[src/rtl/ece453_debounce_irq_if.sv]
// ----------------------------------------------------------------------------
// ece453_debounce_irq_if
// Avalon-MM slave bus bundle for the debounce/interrupt block.
//   slave_address    : word address (5 bits)
//   slave_read       : read strobe
//   slave_write      : write strobe
//   slave_writedata  : write data (32 bits)
//   slave_byteenable : per-byte write enables (4 bits)
//   slave_readdata   : combinational read data (32 bits)
// Modports: master drives the request side, slave returns read data.
// ----------------------------------------------------------------------------
interface ece453_debounce_irq_if;
  logic [4:0]  slave_address;
  logic        slave_read;
  logic        slave_write;
  logic [31:0] slave_writedata;
  logic [3:0]  slave_byteenable;
  logic [31:0] slave_readdata;

  modport master (
    output slave_address, slave_read, slave_write, slave_writedata, slave_byteenable,
    input  slave_readdata
  );

  modport slave (
    input  slave_address, slave_read, slave_write, slave_writedata, slave_byteenable,
    output slave_readdata
  );
endinterface

[src/rtl/ece453_debounce_irq.sv]
// ----------------------------------------------------------------------------
// ece453_debounce_irq
// Multi-channel button/switch debouncer with edge-triggered sticky interrupts
// behind an Avalon-MM register file.
// Ports:
//   clk           : single rising-edge clock
//   reset_n       : asynchronous active-low reset
//   bus           : Avalon-MM slave (ece453_debounce_irq_if.slave)
//   gpio_inputs   : raw asynchronous input lines (CHANNELS bits)
//   debounced_out : accepted stable levels (same as STATUS)
//   irq_out       : |(IM & IRQ)
// Register map (word address): 0 DEV_ID, 1 CONTROL(bit0 ENABLE), 2 STATUS,
//   3 IM, 4 IRQ (W1C), 5 RISE_EN, 6 FALL_EN, 7 RAW.
// ----------------------------------------------------------------------------
module ece453_debounce_irq #(
  parameter int CHANNELS = 8,
  parameter int TICK_DIV = 500000,
  parameter int SAMPLES  = 8
) (
  input  logic                clk,
  input  logic                reset_n,
  ece453_debounce_irq_if.slave bus,
  input  logic [CHANNELS-1:0] gpio_inputs,
  output logic [CHANNELS-1:0] debounced_out,
  output logic                irq_out
);

  localparam logic [31:0] DEV_ID      = 32'hECE45320;
  localparam logic [23:0] TICK_RELOAD = 24'(TICK_DIV - 1);
  localparam logic [3:0]  SAMPLES_C   = 4'(SAMPLES);

  localparam logic [4:0] A_DEVID  = 5'd0;
  localparam logic [4:0] A_CTRL   = 5'd1;
  localparam logic [4:0] A_STATUS = 5'd2;
  localparam logic [4:0] A_IM     = 5'd3;
  localparam logic [4:0] A_IRQ    = 5'd4;
  localparam logic [4:0] A_RISE   = 5'd5;
  localparam logic [4:0] A_FALL   = 5'd6;
  localparam logic [4:0] A_RAW    = 5'd7;

  logic [CHANNELS-1:0] sync1_q, sync2_q;
  logic [CHANNELS-1:0] stable_q, stable_d;
  logic [CHANNELS-1:0] stable_dly_q;
  logic [CHANNELS-1:0] im_q, im_d;
  logic [CHANNELS-1:0] irq_q, irq_d;
  logic [CHANNELS-1:0] rise_en_q, rise_en_d;
  logic [CHANNELS-1:0] fall_en_q, fall_en_d;
  logic                enable_q, enable_d;
  logic [23:0]         tick_cnt_q, tick_cnt_d;
  logic [3:0]          run_q [CHANNELS];
  logic [3:0]          run_d [CHANNELS];

  logic                tick;
  logic [CHANNELS-1:0] be_mask;
  logic [CHANNELS-1:0] wdata_ch;
  logic [CHANNELS-1:0] irq_set, irq_clr;

  // Byte-lane merge: only lanes with their byteenable set take new data.
  function automatic logic [CHANNELS-1:0] merge_bytes(
    input logic [CHANNELS-1:0] old_v,
    input logic [CHANNELS-1:0] new_v,
    input logic [CHANNELS-1:0] mask
  );
    return (old_v & ~mask) | (new_v & mask);
  endfunction

  always_comb begin
    be_mask  = '0;
    wdata_ch = '0;
    for (int i = 0; i < CHANNELS; i++) begin
      be_mask[i]  = bus.slave_byteenable[i / 8];
      wdata_ch[i] = bus.slave_writedata[i];
    end
  end

  // Tick is a single-cycle strobe while the down-counter sits at zero.
  assign tick = enable_q && (tick_cnt_q == 24'd0);

  always_comb begin
    tick_cnt_d = tick_cnt_q;
    stable_d   = stable_q;
    run_d      = run_q;
    enable_d   = enable_q;
    im_d       = im_q;
    rise_en_d  = rise_en_q;
    fall_en_d  = fall_en_q;
    irq_clr    = '0;

    if (!enable_q || tick) tick_cnt_d = TICK_RELOAD;
    else                   tick_cnt_d = tick_cnt_q - 24'd1;

    for (int i = 0; i < CHANNELS; i++) begin
      if (!enable_q) begin
        run_d[i] = '0;
      end else if (tick) begin
        // A matching sample kills the run, so short glitches never qualify.
        if (sync2_q[i] == stable_q[i]) begin
          run_d[i] = '0;
        end else if (run_q[i] + 4'd1 == SAMPLES_C) begin
          stable_d[i] = ~stable_q[i];
          run_d[i]    = '0;
        end else begin
          run_d[i] = run_q[i] + 4'd1;
        end
      end
    end

    if (bus.slave_write) begin
      case (bus.slave_address)
        A_CTRL: if (bus.slave_byteenable[0]) enable_d = bus.slave_writedata[0];
        A_IM:   im_d      = merge_bytes(im_q, wdata_ch, be_mask);
        A_IRQ:  irq_clr   = wdata_ch & be_mask;
        A_RISE: rise_en_d = merge_bytes(rise_en_q, wdata_ch, be_mask);
        A_FALL: fall_en_d = merge_bytes(fall_en_q, wdata_ch, be_mask);
        default: ;
      endcase
    end

    // Set wins over a same-cycle write-1-to-clear.
    irq_set = enable_q ? ((stable_q & ~stable_dly_q & rise_en_q) |
                          (~stable_q & stable_dly_q & fall_en_q)) : '0;
    irq_d   = (irq_q & ~irq_clr) | irq_set;
  end

  always_ff @(posedge clk or negedge reset_n) begin
    if (!reset_n) begin
      sync1_q      <= '0;
      sync2_q      <= '0;
      stable_q     <= '0;
      stable_dly_q <= '0;
      im_q         <= '0;
      irq_q        <= '0;
      rise_en_q    <= '0;
      fall_en_q    <= '0;
      enable_q     <= 1'b0;
      tick_cnt_q   <= TICK_RELOAD;
      for (int i = 0; i < CHANNELS; i++) run_q[i] <= '0;
    end else begin
      sync1_q      <= gpio_inputs;
      sync2_q      <= sync1_q;
      stable_q     <= stable_d;
      stable_dly_q <= stable_q;
      im_q         <= im_d;
      irq_q        <= irq_d;
      rise_en_q    <= rise_en_d;
      fall_en_q    <= fall_en_d;
      enable_q     <= enable_d;
      tick_cnt_q   <= tick_cnt_d;
      run_q        <= run_d;
    end
  end

  always_comb begin
    bus.slave_readdata = '0;
    if (bus.slave_read) begin
      case (bus.slave_address)
        A_DEVID:  bus.slave_readdata = DEV_ID;
        A_CTRL:   bus.slave_readdata = {31'd0, enable_q};
        A_STATUS: bus.slave_readdata = 32'(stable_q);
        A_IM:     bus.slave_readdata = 32'(im_q);
        A_IRQ:    bus.slave_readdata = 32'(irq_q);
        A_RISE:   bus.slave_readdata = 32'(rise_en_q);
        A_FALL:   bus.slave_readdata = 32'(fall_en_q);
        A_RAW:    bus.slave_readdata = 32'(sync2_q);
        default:  bus.slave_readdata = '0;
      endcase
    end
  end

  assign debounced_out = stable_q;
  assign irq_out       = |(im_q & irq_q);

endmodule

[src/flat_wrapper.sv]
// flat-port wrapper written by rule: the top's interface ports become plain ports
module ece453_debounce_irq_flat 
#(
  parameter int CHANNELS = 8,
  parameter int TICK_DIV = 500000,
  parameter int SAMPLES  = 8
)
  (clk, reset_n, gpio_inputs, debounced_out, irq_out, bus_slave_address, bus_slave_read, bus_slave_write, bus_slave_writedata, bus_slave_byteenable, bus_slave_readdata);
  ece453_debounce_irq_if bus_i ();
  input  logic clk;
  input  logic reset_n;
  input  logic [CHANNELS-1:0] gpio_inputs;
  output logic [CHANNELS-1:0] debounced_out;
  output logic irq_out;
  input wire logic [$bits(bus_i.slave_address)-1:0] bus_slave_address;
  input wire logic [$bits(bus_i.slave_read)-1:0] bus_slave_read;
  input wire logic [$bits(bus_i.slave_write)-1:0] bus_slave_write;
  input wire logic [$bits(bus_i.slave_writedata)-1:0] bus_slave_writedata;
  input wire logic [$bits(bus_i.slave_byteenable)-1:0] bus_slave_byteenable;
  output wire logic [$bits(bus_i.slave_readdata)-1:0] bus_slave_readdata;
  assign bus_i.slave_address = bus_slave_address;
  assign bus_i.slave_read = bus_slave_read;
  assign bus_i.slave_write = bus_slave_write;
  assign bus_i.slave_writedata = bus_slave_writedata;
  assign bus_i.slave_byteenable = bus_slave_byteenable;
  assign bus_slave_readdata = bus_i.slave_readdata;
  ece453_debounce_irq #(.CHANNELS(CHANNELS), .TICK_DIV(TICK_DIV), .SAMPLES(SAMPLES)) u_core (.clk(clk), .reset_n(reset_n), .bus(bus_i), .gpio_inputs(gpio_inputs), .debounced_out(debounced_out), .irq_out(irq_out));
endmodule
[config.mk]
export PLATFORM = sky130hd
export DESIGN_NAME = ece453_debounce_irq_flat
export DESIGN_NICKNAME = d
export VERILOG_FILES = /design/src/rtl/ece453_debounce_irq_if.sv /design/src/rtl/ece453_debounce_irq.sv /design/src/flat_wrapper.sv
export SDC_FILE = /design/constraint.sdc
export NUM_CORES = 1
export LEC_CHECK = 0
export ABC_CLOCK_PERIOD_IN_PS = 4600
export CAP_MARGIN = 5
export CORE_UTILIZATION = 50
export DETAILED_ROUTE_END_ITERATION = 12
export GPL_TIMING_DRIVEN = 0
export PLACE_DENSITY = 0.74
export SYNTH_ARGS = -nofsm -noshare
export SYNTH_HDL_FRONTEND = slang
export SYNTH_SLANG_ARGS = --single-unit
[constraint.sdc]
create_clock -name clk -period 4.6 [get_ports clk]
set_input_delay 0.46 -clock clk [delete_from_list [all_inputs] [get_ports clk]]
set_output_delay 0.46 -clock clk [all_outputs]
set_load 0.01 [all_outputs]
==> impl_metrics.env <==
export IMPL_dieHeight_um=115
export IMPL_diodes=0
export IMPL_portBuffers=53
export IMPL_crit_path_start_kind="input pin"
export IMPL_core_area_um2=12600
export IMPL_ctsLongestPathBuffers=2
export IMPL_hold_violations=0
export IMPL_grt_usage_pct=26.8
export IMPL_cts_htree_levels=4
export IMPL_clkTransAtPathRegs_ns=0.05
export IMPL_first_pass_iters=5
export IMPL_min_delay_worst_endpoint="u_core.sync2_q[2]"
export IMPL_finalNetCount=764
export IMPL_r2r_start="u_core.tick_cnt_q[5]"
export IMPL_root_buffer="clkbuf_16"
export IMPL_synth_simple_gate_area_share_pct=19.4
export IMPL_routed_wl_um=17000
export IMPL_avgSynthCellArea_um2=10.4
export IMPL_syn_inst=616
export IMPL_whs_path_depth=0
export IMPL_drv_cap=0
export IMPL_async_flop_share_pct=100
export IMPL_nFillCells=996
export IMPL_synthAdderAreaFrac_pct=1.95
export IMPL_cts_tree="done"
export IMPL_netlist_top_cells_area="dfrtp_1 (43%), mux2_2 (6.0%), dfstp_2 (4.5%), a21oi_1 (3.5%), nand4b_1 (3.4%)"
export IMPL_swShare_pct=21.9
export IMPL_synth_cell_types=60
export IMPL_synth_largest_area_cell="dfrtp_1"
export IMPL_cp_max_fo=9
export IMPL_synth_yosys_seq_area_share_pct=47.4
export IMPL_fin_crit_sh_pct=81.3
export IMPL_clock_sinks=121
export IMPL_placed_area_um2=7250
export IMPL_reg2reg_depth=5
export IMPL_viasPerCell=6.19
export IMPL_synth_top_area_share_pct=42.9
export IMPL_cts_made_buffers=17
export IMPL_antenna_left=0
export IMPL_comb_power_share_pct=6.9
export IMPL_synthMuxAreaShare_pct=7.15
export IMPL_grt_pass1_wl_um=27100
export IMPL_antenna_found_initial=0
export IMPL_drt_iter0_markers=541
export IMPL_fin_util_pct=62.9
export IMPL_leakage_nw=3.14
export IMPL_finalSetupViolCount=0
export IMPL_yosysWarningCount=0
export IMPL_final_area_um2=7900
export IMPL_regToRegSetupSlack_ns=1.71
export IMPL_grt_max_degree=89
export IMPL_layout_drive_gt1_share_pct=17.2
export IMPL_clock_fmax_mhz=267
export IMPL_worstHoldStart="u_core.sync1_q[2]"
export IMPL_synth_compound_area_share_pct=16.7
export IMPL_post_synth_top_count_cell="dfrtp_1"
export IMPL_cp_end_kind="primary output"
export IMPL_place_congestion=0.902
export IMPL_worstMarginPinSlew_ns=1.25
export IMPL_outcome="complete, no violations"
export IMPL_start_util_pct=51.1
export IMPL_wire_per_inst_um=19.2
export IMPL_p_int_mw=2.17
export IMPL_synth_enable_flop_cells=0
export IMPL_dr_total_vias=5482
export IMPL_synth_xor_area_share_pct=2.45
export IMPL_synthTopCellsByCount="dfrtp_1 (110), nand2_1 (48), a21oi_1 (45)"
export IMPL_fp_dieW_um=115
export IMPL_syn2layout_area_growth_pct=23.0
export IMPL_netSwitchingPower_mw=0.610
export IMPL_placementRows=41
export IMPL_slew_violations=0
export IMPL_fin_crit_ns=3.74
export IMPL_pin_count=94
export IMPL_relSlewSlack_pct=16.5
export IMPL_synthFlopType="dfrtp_1"
export IMPL_p_clk_share_pct=52.1
export IMPL_worstReg2RegEnd="u_core.tick_cnt_q[3]"
export IMPL_dp_hpwl_um=11300
export IMPL_power_density_nw_per_um2=352
export IMPL_ir_worst_vdd_mv=0.252
export IMPL_hp_class="reg2reg"
export IMPL_grt_pass1_vias=5305
export IMPL_critPathArrivalTime_ns=3.28
export IMPL_ys_seq_elements=121
export IMPL_grt_overflow_total=0
export IMPL_netlist_area_um2=6420
export IMPL_path_class="in2out"
export IMPL_die_area_um2=13300
export IMPL_synth_top_family_by_area="simple AND/OR/NAND/NOR gates"
export IMPL_seq_power_share_pct=41.0
export IMPL_drc=0
export IMPL_clk_insertion_delay_late_ns=0.42
export IMPL_finClkSkew_ns=0.00728
export IMPL_rsz0062_at_grt="no"
export IMPL_critPathRequiredTime_ns=4.14
through the flow:
stage               worst slack, ns  hold slack, ns  TNS, ns  power [mW]  std cells
CTS                           0.920           0.346        0        2.79        885
detailed placement            0.910           0.335        0        1.34        852
global route                  0.788           0.352        0        2.86        886
finish                        0.859           0.346        0        2.78        886
global placement              -1.61           0.333  -177.30        1.33        851
floorplan                      1.66           0.164        0        1.25        626
placed cells by master, fill, tap and decap left out, types with 9 or more instances in the layout:
cell             Yosys  layout
or4_1               12      12
mux2_2              34      34
a21oi_1             45      45
a22o_1              11      11
nand2_1             48      48
dfrtp_1            110     110
buf_4               23      23
nor2b_1              9       9
o211ai_1            15      15
nor2_1              18      18
o21ai_0             25      25
ha_1                10      10
nand2b_1            12      12
conb_1               1      11
nand3b_1            16      16
o21ai_1             10      10
clkbuf_1            28      33
nand3_1              9       9
nand4_1             16      16
xnor2_1             10      10
clkbuf_16            0      17
a22oi_1             11      11
dfstp_2             11      11
nand4b_1            25      25
clkdlybuf4s50_1      0      52
cells by family (layout without fill, tap and decap cells):
kind of cell               after synthesis  after routing
xor gates and xnor gates                18             18
DFF                                    121            121
buffers and inverters                   61            149
and+or+nand+nor                        204            204
muxes                                   39             39
other                                    1             11
adders and majority gates               10             10
AOI/OAI and AO/OA                      162            162
area by class of cell:
cell class | instances | area, um^2 | area share, %
plain buffers | 55 | 297 | 3.75
clock buffers | 24 | 472 | 5.97
clock inverters | 8 | 168 | 2.12
inverters | 6 | 22.5 | 0.285
multi-input cells | 444 | 3110 | 39.4
flip-flops and latches | 121 | 3040 | 38.5
well taps | 172 | 215 | 2.72
repair buffers | 56 | 574 | 7.27
critical path, cell delays in order:
cell             delay [ns]
clkdlybuf4s50_1        0.59
nor3b_1                1.03
a21oi_1                0.17
a211o_1                0.30
a31oi_1                0.16
clkdlybuf4s50_1        0.57
repair_timing:
action / 4_1_cts / 5_1_grt
setup buffers: 0 / 0
gates resized for setup: 0 / 0
hold buffers: 1 / 0
hold endpoints to repair: 33 / 0
per-layer routing:
metal / vias up / track usage [%] / wire length, um
met5: - / 0 / 0
met4: 0 / 11.4 / 388
met3: 41 / 6.27 / 1070
met2: 215 / 42.3 / 8160
met1: 2748 / 35.4 / 7410
li1: 2478 / - / -
worst max-delay path by stage:
stage	to	from	slack, ns	cells after the start
after floorplan	bus_slave_readdata[12]	bus_slave_address[0]	1.66	4
after global routing	bus_slave_readdata[5]	bus_slave_address[2]	0.79	6
final	bus_slave_readdata[5]	bus_slave_address[2]	0.86	6
after CTS	bus_slave_readdata[5]	bus_slave_address[2]	0.92	6
after global placement	u_core.tick_cnt_q[9]	reset_n	-1.61	1
after detailed placement	bus_slave_readdata[5]	bus_slave_address[2]	0.91	6
power by group through the flow:
| stage | registers, mW | logic [mW] | clock network [mW] |
|---|---|---|---|
| after floorplan | 1.14 | 0.103 | 0 |
| after global placement | 1.15 | 0.179 | 0 |
| after detailed placement | 1.15 | 0.188 | 0 |
| after CTS | 1.14 | 0.191 | 1.46 |
| after global routing | 1.14 | 0.208 | 1.51 |
| final | 1.14 | 0.191 | 1.45 |
(Power assumes the default switching activity.)
